--- config.mk ---
export PLATFORM = sky130hd
export DESIGN_NAME = mem_port_arbiter
export DESIGN_NICKNAME = d
export VERILOG_FILES = /design/src/rtl/mem_arb_pkg.sv /design/src/rtl/mem_arb_select.sv /design/src/rtl/mem_port_arbiter.sv
export SDC_FILE = /design/constraint.sdc
export NUM_CORES = 1
export LEC_CHECK = 0
export CAP_MARGIN = 20
export CELL_PAD_IN_SITES_DETAIL_PLACEMENT = 1
export CELL_PAD_IN_SITES_GLOBAL_PLACEMENT = 1
export CORE_MARGIN = 2
export CORE_UTILIZATION = 34
export CTS_BUF_LIST = sky130_fd_sc_hd__clkbuf_4 sky130_fd_sc_hd__clkbuf_8 sky130_fd_sc_hd__clkbuf_16
export CTS_CLUSTER_SIZE = 16
export DETAILED_ROUTE_END_ITERATION = 7
export GPL_ROUTABILITY_DRIVEN = 0
export PLACE_DENSITY = 0.82
export SYNTH_ARGS = -nofsm -noshare
export SYNTH_HDL_FRONTEND = slang
export SYNTH_SLANG_ARGS = --single-unit
--- constraint.sdc ---
create_clock -name SYS_clk -period 10.72 [get_ports SYS_clk]
set_input_delay 2.144 -clock SYS_clk [delete_from_list [all_inputs] [get_ports SYS_clk]]
set_output_delay 2.144 -clock SYS_clk [all_outputs]
set_load 0.05 [all_outputs]
--- src/rtl/mem_arb_pkg.sv ---
// Shared constants and types for the unified memory port arbiter:
// access length encoding, controller state encoding and requester IDs.
package mem_arb_pkg;

   localparam logic [1:0] LEN_NONE = 2'b00;
   localparam logic [1:0] LEN_BYTE = 2'b01;
   localparam logic [1:0] LEN_HALF = 2'b10;
   localparam logic [1:0] LEN_WORD = 2'b11;

   typedef enum logic [1:0] {
      IDLE  = 2'd0,
      ISSUE = 2'd1,
      WAIT  = 2'd2,
      RESP  = 2'd3
   } state_t;

   localparam logic REQ_IF = 1'b0;
   localparam logic REQ_D  = 1'b1;

endpackage

--- src/rtl/mem_arb_select.sv ---
// Priority decision between fetch and data: data wins unless fetch has been
// passed over STARVE_LIMIT times in a row, in which case fetch wins once.
module mem_arb_select
   import mem_arb_pkg::*;
#(
   parameter int STARVE_LIMIT = 4
) (
   input  logic       enable,
   input  logic       if_req,
   input  logic       d_req,
   input  logic [3:0] starve_cnt,
   output logic       grant_if,
   output logic       grant_d,
   output logic       grant_id,
   output logic [3:0] starve_next
);

   localparam logic [3:0] LIMIT = 4'(STARVE_LIMIT);

   logic starved;

   assign starved = if_req && (starve_cnt == LIMIT);

   always_comb begin
      grant_if    = 1'b0;
      grant_d     = 1'b0;
      grant_id    = REQ_IF;
      starve_next = starve_cnt;
      if (enable) begin
         if (d_req && !starved) begin
            grant_d  = 1'b1;
            grant_id = REQ_D;
            // Only a data grant that actually makes fetch wait counts toward starvation.
            if (if_req && (starve_cnt < LIMIT)) begin
               starve_next = starve_cnt + 4'd1;
            end
         end else if (if_req) begin
            grant_if    = 1'b1;
            starve_next = 4'd0;
         end
      end
   end

endmodule

--- src/rtl/mem_port_arbiter.sv ---
// Serialises instruction fetch and data load/store onto one memory port with a
// fixed read latency, data priority with a fetch starvation guard, and registered responses.
module mem_port_arbiter
   import mem_arb_pkg::*;
#(
   parameter int ADDR_W       = 32,
   parameter int DATA_W       = 32,
   parameter int MEM_RD_LAT   = 0,
   parameter int STARVE_LIMIT = 4
) (
   input  logic              SYS_clk,
   input  logic              SYS_reset,
   input  logic              IF_req,
   input  logic [ADDR_W-1:0] IF_addr,
   output logic              IF_ready,
   output logic              IF_rvalid,
   output logic [DATA_W-1:0] IF_rdata,
   output logic              IF_err,
   input  logic              D_req,
   input  logic              D_we,
   input  logic [ADDR_W-1:0] D_addr,
   input  logic [DATA_W-1:0] D_wdata,
   input  logic [1:0]        D_length,
   input  logic              D_signed,
   output logic              D_ready,
   output logic              D_rvalid,
   output logic [DATA_W-1:0] D_rdata,
   output logic              D_err,
   output logic              MEM_en,
   output logic              MEM_we,
   output logic [ADDR_W-1:0] MEM_addr,
   output logic [DATA_W-1:0] MEM_wdata,
   output logic [1:0]        MEM_length,
   output logic              MEM_signed,
   input  logic [DATA_W-1:0] MEM_rdata,
   output logic              busy
);

   localparam logic [2:0] WAIT_INIT = (MEM_RD_LAT > 0) ? 3'(MEM_RD_LAT - 1) : 3'd0;

   state_t            state_reg, state_next;
   logic [2:0]        wait_reg, wait_next;
   logic [3:0]        starve_reg, starve_next;
   logic              owner_reg, err_reg, store_reg;
   logic              grant_ok, grant_if, grant_d, grant_id, grant_any;
   logic              acc_err, sample;
   logic              mem_en_reg, mem_we_reg, mem_signed_reg;
   logic [ADDR_W-1:0] mem_addr_reg;
   logic [DATA_W-1:0] mem_wdata_reg;
   logic [1:0]        mem_length_reg;
   logic              if_rvalid_reg, if_err_reg, d_rvalid_reg, d_err_reg;
   logic [DATA_W-1:0] if_rdata_reg, d_rdata_reg;

   // Readies are gated by reset so every output is low while reset is held.
   assign grant_ok  = !SYS_reset && ((state_reg == IDLE) || (state_reg == RESP));
   assign grant_any = grant_if || grant_d;
   assign acc_err   = grant_d ? (D_length == LEN_NONE) : (IF_addr[1:0] != 2'b00);

   mem_arb_select #(
      .STARVE_LIMIT(STARVE_LIMIT)
   ) u_select (
      .enable     (grant_ok),
      .if_req     (IF_req),
      .d_req      (D_req),
      .starve_cnt (starve_reg),
      .grant_if   (grant_if),
      .grant_d    (grant_d),
      .grant_id   (grant_id),
      .starve_next(starve_next)
   );

   always_comb begin
      state_next = state_reg;
      wait_next  = wait_reg;
      sample     = 1'b0;
      case (state_reg)
         IDLE: begin
            if (grant_any) state_next = ISSUE;
         end
         ISSUE: begin
            if (MEM_RD_LAT == 0) begin
               state_next = RESP;
               sample     = 1'b1;
            end else begin
               state_next = WAIT;
               wait_next  = WAIT_INIT;
            end
         end
         WAIT: begin
            if (wait_reg == 3'd0) begin
               state_next = RESP;
               sample     = 1'b1;
            end else begin
               wait_next = wait_reg - 3'd1;
            end
         end
         RESP: begin
            state_next = grant_any ? ISSUE : IDLE;
         end
         default: state_next = IDLE;
      endcase
   end

   always_ff @(posedge SYS_clk or posedge SYS_reset) begin
      if (SYS_reset) begin
         state_reg      <= IDLE;
         wait_reg       <= 3'd0;
         starve_reg     <= 4'd0;
         owner_reg      <= REQ_IF;
         err_reg        <= 1'b0;
         store_reg      <= 1'b0;
         mem_en_reg     <= 1'b0;
         mem_we_reg     <= 1'b0;
         mem_addr_reg   <= '0;
         mem_wdata_reg  <= '0;
         mem_length_reg <= LEN_NONE;
         mem_signed_reg <= 1'b0;
         if_rvalid_reg  <= 1'b0;
         if_rdata_reg   <= '0;
         if_err_reg     <= 1'b0;
         d_rvalid_reg   <= 1'b0;
         d_rdata_reg    <= '0;
         d_err_reg      <= 1'b0;
      end else begin
         state_reg     <= state_next;
         wait_reg      <= wait_next;
         starve_reg    <= starve_next;
         mem_en_reg    <= 1'b0;
         mem_we_reg    <= 1'b0;
         if_rvalid_reg <= 1'b0;
         if_err_reg    <= 1'b0;
         d_rvalid_reg  <= 1'b0;
         d_err_reg     <= 1'b0;

         if (grant_any) begin
            owner_reg <= grant_id;
            err_reg   <= acc_err;
            store_reg <= grant_d && D_we;
            // Erroneous accesses never reach the memory; its address bus keeps its last value.
            if (!acc_err) begin
               mem_en_reg     <= 1'b1;
               mem_we_reg     <= grant_d && D_we;
               mem_addr_reg   <= grant_d ? D_addr : IF_addr;
               mem_length_reg <= grant_d ? D_length : LEN_WORD;
               mem_signed_reg <= grant_d && D_signed;
               if (grant_d) mem_wdata_reg <= D_wdata;
            end
         end

         if (sample) begin
            if (owner_reg == REQ_D) begin
               d_rvalid_reg <= 1'b1;
               d_err_reg    <= err_reg;
               d_rdata_reg  <= (err_reg || store_reg) ? '0 : MEM_rdata;
            end else begin
               if_rvalid_reg <= 1'b1;
               if_err_reg    <= err_reg;
               if_rdata_reg  <= err_reg ? '0 : MEM_rdata;
            end
         end
      end
   end

   assign IF_ready   = grant_if;
   assign D_ready    = grant_d;
   assign IF_rvalid  = if_rvalid_reg;
   assign IF_rdata   = if_rdata_reg;
   assign IF_err     = if_err_reg;
   assign D_rvalid   = d_rvalid_reg;
   assign D_rdata    = d_rdata_reg;
   assign D_err      = d_err_reg;
   assign MEM_en     = mem_en_reg;
   assign MEM_we     = mem_we_reg;
   assign MEM_addr   = mem_addr_reg;
   assign MEM_wdata  = mem_wdata_reg;
   assign MEM_length = mem_length_reg;
   assign MEM_signed = mem_signed_reg;
   assign busy       = (state_reg != IDLE);

endmodule

Word level (Yosys, flattened, before mapping) --
Cells that the tools add are included.
Storage, ports and cells: bits in registers 149, bits in latches 0, memory bits (writable) 0, ROM bits 0, input bits 136, output and inout port bits 140, logic and storage cells 86, memories 0
Cells by class: add/sub/neg operators 2, multipliers 0, div/mod/pow operators 0, $lt $le $gt $ge 1, equal/unequal tests 7, shift operators 0, mux-type cells 31, bitwise gates (word level) 3, reductions and logical operators 24
Operator list (number):
- 2-to-1 mux 32 bit | 3
- 2-to-1 mux 1 bit | 20
- 2-to-1 mux 4 bit | 3
- AND reduction 2 bit | 5
- one-hot mux 2 bit (4 select lines) | 1
- logical AND 1 bit | 6
- 2-to-1 mux 2 bit | 3
- != test 2 bit (second input constant) | 3
- AND reduction 3 bit | 2
- nonzero test 2 bit | 3
- adder 4 x 1 -> 4 bit (second input constant) | 1
- == test 2 bit (second input constant) | 2
- == test 4 x 3 -> 1 bit (second input constant) | 1
- zero test 2 bit | 2
- less-than comparator 4 x 3 -> 1 bit (second input constant) | 1
- zero test 3 bit | 1
- logical OR 1 bit | 3
- inverter 1 bit | 3
- subtractor 3 x 1 -> 3 bit (second input constant) | 1
- == test 2 x 1 -> 1 bit (second input constant) | 1
- zero test 1 bit | 2
- one-hot mux 1 bit (2 select lines) | 1

Longest topological paths before layout --
depth after elaboration 9, depth in mapped cells 8, gate-level depth less buffers 6

By module --
Synthesis repeated with hierarchy kept, for this count alone.
Unflattened totals: cells, all modules 521, area total of the unflattened synthesis 6562.5 µm²
By module, submodules not included:
- mem_port_arbiter | instances 1, cells an instance 495, area an instance 6386.1 µm², seq. area each 3728.6 µm²
- mem_arb_select | instances 1, cells an instance 26, area an instance 176.4 µm², seq. area each 0.0 µm²

Worst setup path after synthesis --
OpenSTA, ideal clock, no wires.
path kind input to output, start input port IF_req, end output port IF_ready, arrival time 3.114 ns, required time 8.576 ns, path slack 5.462 ns, stages 2, path buffers 0, cells stage by stage nand4b_4 -> a2111oi_4
Between the ends: longest elaborated chain between the ends 5, elaborated cells between the ends (all ways) 6, those cells by class 3 x mux; 3 x reduce/logical
Ends and longest elaborated chain:
- start: declaration | RTL line mem_port_arbiter.sv:13 | input logic IF_req,
- logical AND 1 bit | RTL line mem_arb_select.sv:22 | assign starved = if_req && (starve_cnt == LIMIT);
- zero test 1 bit | RTL line mem_arb_select.sv:30 | if (d_req && !starved) begin
- logical AND 1 bit | RTL line mem_arb_select.sv:30
- 2-to-1 mux 1 bit * | RTL line mem_arb_select.sv:30
- 2-to-1 mux 1 bit * | RTL line mem_arb_select.sv:29 | if (enable) begin
- end: declaration | RTL line mem_port_arbiter.sv:15 | output logic IF_ready,
Every way passes the cells marked *; elsewhere a longest branch is shown, timed or not.

Worst setup path after layout --
Ends and elaborated chain as after synthesis.

==> summary.txt <==
Yosys
  • Seq cells post-synth: 149
  • Post-Syn Area: 6350 µm²
  • Mean Syn Cell Area: 11.8 µm²
  • Most used DFF post-synth: dfrtp_1
  • Sequential area share after synthesis: 58.8%
  • Simple-Gate Fraction of Synth Area: 9.21%
  • Most common library cells after synthesis: 149 x dfrtp_1, 132 x nand2_1, 72 x mux2_2
  • XOR/XNOR Fraction of Synth Area: 0.138%
  • Area share of fa/ha/maj cells after synthesis: 1.58%
  • Syn nets: 683
  • Post-synthesis compound-gate area fraction: 7.95%
  • Mux share of post-synthesis cell area: 18.6%
  • Cell taking the most area after synthesis: dfrtp_1
  • Async set-reset flop share out of synthesis: 100%
  • Yosys top cell area share: 58.8%
  • Warnings from Yosys: 0
  • Most frequent cell after synthesis: dfrtp_1
  • Post-synthesis cell count: 539
  • Synth cell types: 35
  • Largest family of logic cells by synthesized area: multiplexers
  • Post-synth EDFFs: 0
  • Synth top area cells: dfrtp_1 59%, mux2_2 13%, nand2_1 7.8%

Clock tree
  • Clock Latency Late Sink: 0.42 ns
  • Clock transition at the registers of the reported paths: 0.06 ns
  • Number of CTS-inserted buffers: 17
  • Hold buffers post-CTS: 0
  • CTS Buffer Depth: 2
  • CTS H-Tree Depth: 4
  • CTS tree: built
  • CTS root buffer: clkbuf_16
  • Clock sinks: 149
  • Postcts setup bufs: 0
  • Post-cts repair resize count: 0

Critical path
  • CP max stage cell: clkdlybuf4s50_1
  • Crit path top cell by count: clkdlybuf4s50_1
  • CP peak stage delay: 0.91 ns
  • Critical Path RT: 8.58 ns
  • CP top delay family: buffers and inverters
  • Cell Chain, Critical Path: clkdlybuf4s50_1, nand4b_4, a2111oi_4, clkdlybuf4s50_1
  • CP Buf/Inv Count: 2
  • CP Max Fanout: 4
  • R2R Setup Slk: 7.86 ns
  • Worst Path Arrival: 4.32 ns
  • Critical Path Sink Type: output pin
  • Worst setup SP type: primary input
  • Type of the worst setup path: primary input to output pin

Detailed routing
  • DR pass1 iterations: 5
  • Final WL: 20,700 µm
  • Routed len/inst: 19.6 µm
  • Vias/cell: 4.82
  • Drt initial violations: 236
  • Via count: 5,070
  • DRC viols: 0
  • Post-DRT Antenna Nets: 0

Global routing
  • Tot GR Track Use: 21.3%
  • First-pass GRT wire length: 32,500 µm
  • GRT overflow: 0
  • Vias in the first global route: 5,827
  • Initial antenna violation count: 0
  • Largest net degree at the start of global routing: 95

Final layout
  • Nets: 954
  • Area grow syn2layout: 56.4%
  • Sequential cell area: 3730 µm²
  • Footprint of the multi-input gates: 2390 µm²
  • Util after Layout: 54.7%
  • Layout cells sized above 1: 16.9%
  • Fill cells: 1,881
  • ANT cells: 0

Die
  • I/O Pins: 276
  • Chip width: 141 µm
  • # rows: 49
  • Die Ht: 141 µm
  • Initial Utilization: 35.0%
  • Die Area: 19,800 µm²
  • Core footprint: 18,100 µm²

STA
  • Clk_skew: 0.0116 ns
  • Slew HR: 42.1%
  • RSZ-0062 raised after global routing: no
  • Slew at the pin with the worst max-slew slack: 0.869 ns
  • Period Utilization, post-route: 60.3%
  • Min Tclk post-route: 6.47 ns
  • Setup TNS: 0 ns
  • Hold Violations, Final: 0
  • Final Max Tran Viols: 0
  • Fmax: 0.155 GHz
  • PnR worst setup slack: 4.25 ns
  • Final setup violation count: 0

Placement
  • Worst slack, placed: 4.25 ns
  • PortBufs: 275
  • Post-DP HPWL: 15,400 µm

Status
  • Status: finished clean

Hold path
  • Worst Hold Class: flip-flop to flip-flop

Power and ir drop
  • VDD IR max: 0.172 mV
  • Pwr Density: 359 nW/µm²
  • Pleak: 0.00427 µW

Run
  • Max cap viols: 0
-- layer usage --
metal	global-route usage, %	share of wire (%)	vias up
met1	24.6	40	2488
li1	-	-	2350
met5	0	0	-
met3	7.10	7.4	22
met4	6.16	1.4	0
met2	37.9	52	210
-- logic make-up after synthesis --
family	Yosys count
AOI/OAI and AO/OA	86
muxes	98
xor gates and xnor gates	1
adders and majority gates	8
buffers and inverters	50
and+or+nand+nor	147
DFF	149
-- final timing paths --
path	from	end	cells after the start
hold reg to reg	D_rdata[14]	D_rdata[14]	2
hold / removal	D_rdata[14]	D_rdata[14]	2
max in group asynchronous	SYS_reset	D_rdata[13]	3
min in group asynchronous	SYS_reset	state_reg[0]	2
setup / recovery	IF_req	IF_ready	4
setup reg to reg	state_reg[0]	MEM_addr[12]	7
-- worst reg2reg max path, cell delays in order (launching register included) --
cell,delay [ns]
dfrtp_1,0.38
inv_1,0.10
ha_1,0.44
nor2_2,0.26
o2111ai_4,0.25
a21bo_2,0.68
buf_16,0.25
mux2_2,0.37
-- cell type report --
type	count	share of cell area (%)
clock buffer	18	4.42
clock inverter	14	1.44
inverter	19	0.769
multi-input combinational	340	24.1
sequential	149	37.6
tap	229	2.89
timing repair buffer	283	28.9
-- power by group --
group	internal, µW	switching [µW]
clock	332	255
sequential	811	148
combinational	705	1310
-- cells in the final DEF, fill, tap and decap left out, types with 2 or more instances in the layout --
cell             instances
clkdlybuf4s50_1        275
dfrtp_1                149
nand2_1                132
mux2_2                  72
o21ai_0                 69
mux2_4                  20
inv_1                   17
clkbuf_16               17
ha_1                     8
nor2_1                   7
mux2_1                   5
inv_6                    5
clkinv_4                 5
buf_4                    5
clkinvlp_4               3
nor2_2                   2
nand3_1                  2
o21a_1                   2
nor3_1                   2
o22ai_1                  2
o211ai_1                 2
o22a_1                   2
buf_16                   2
-- stage by stage --
step | power, µW | cell area, µm² | cells | hold slack, ns
6_report | 3560 | 9930 | 1052 | 0.479
5_1_grt | 3730 | 9930 | 1052 | 0.513
4_1_cts | 3590 | 9880 | 1050 | 0.483
3_5_place_dp | 2990 | 9300 | 1018 | 0.469
3_3_place_gp | 2900 | 9270 | 1017 | 0.462
2_1_floorplan | 2260 | 6350 | 539 | 0.446
Note: power is estimated with default switching activity, not from simulation.
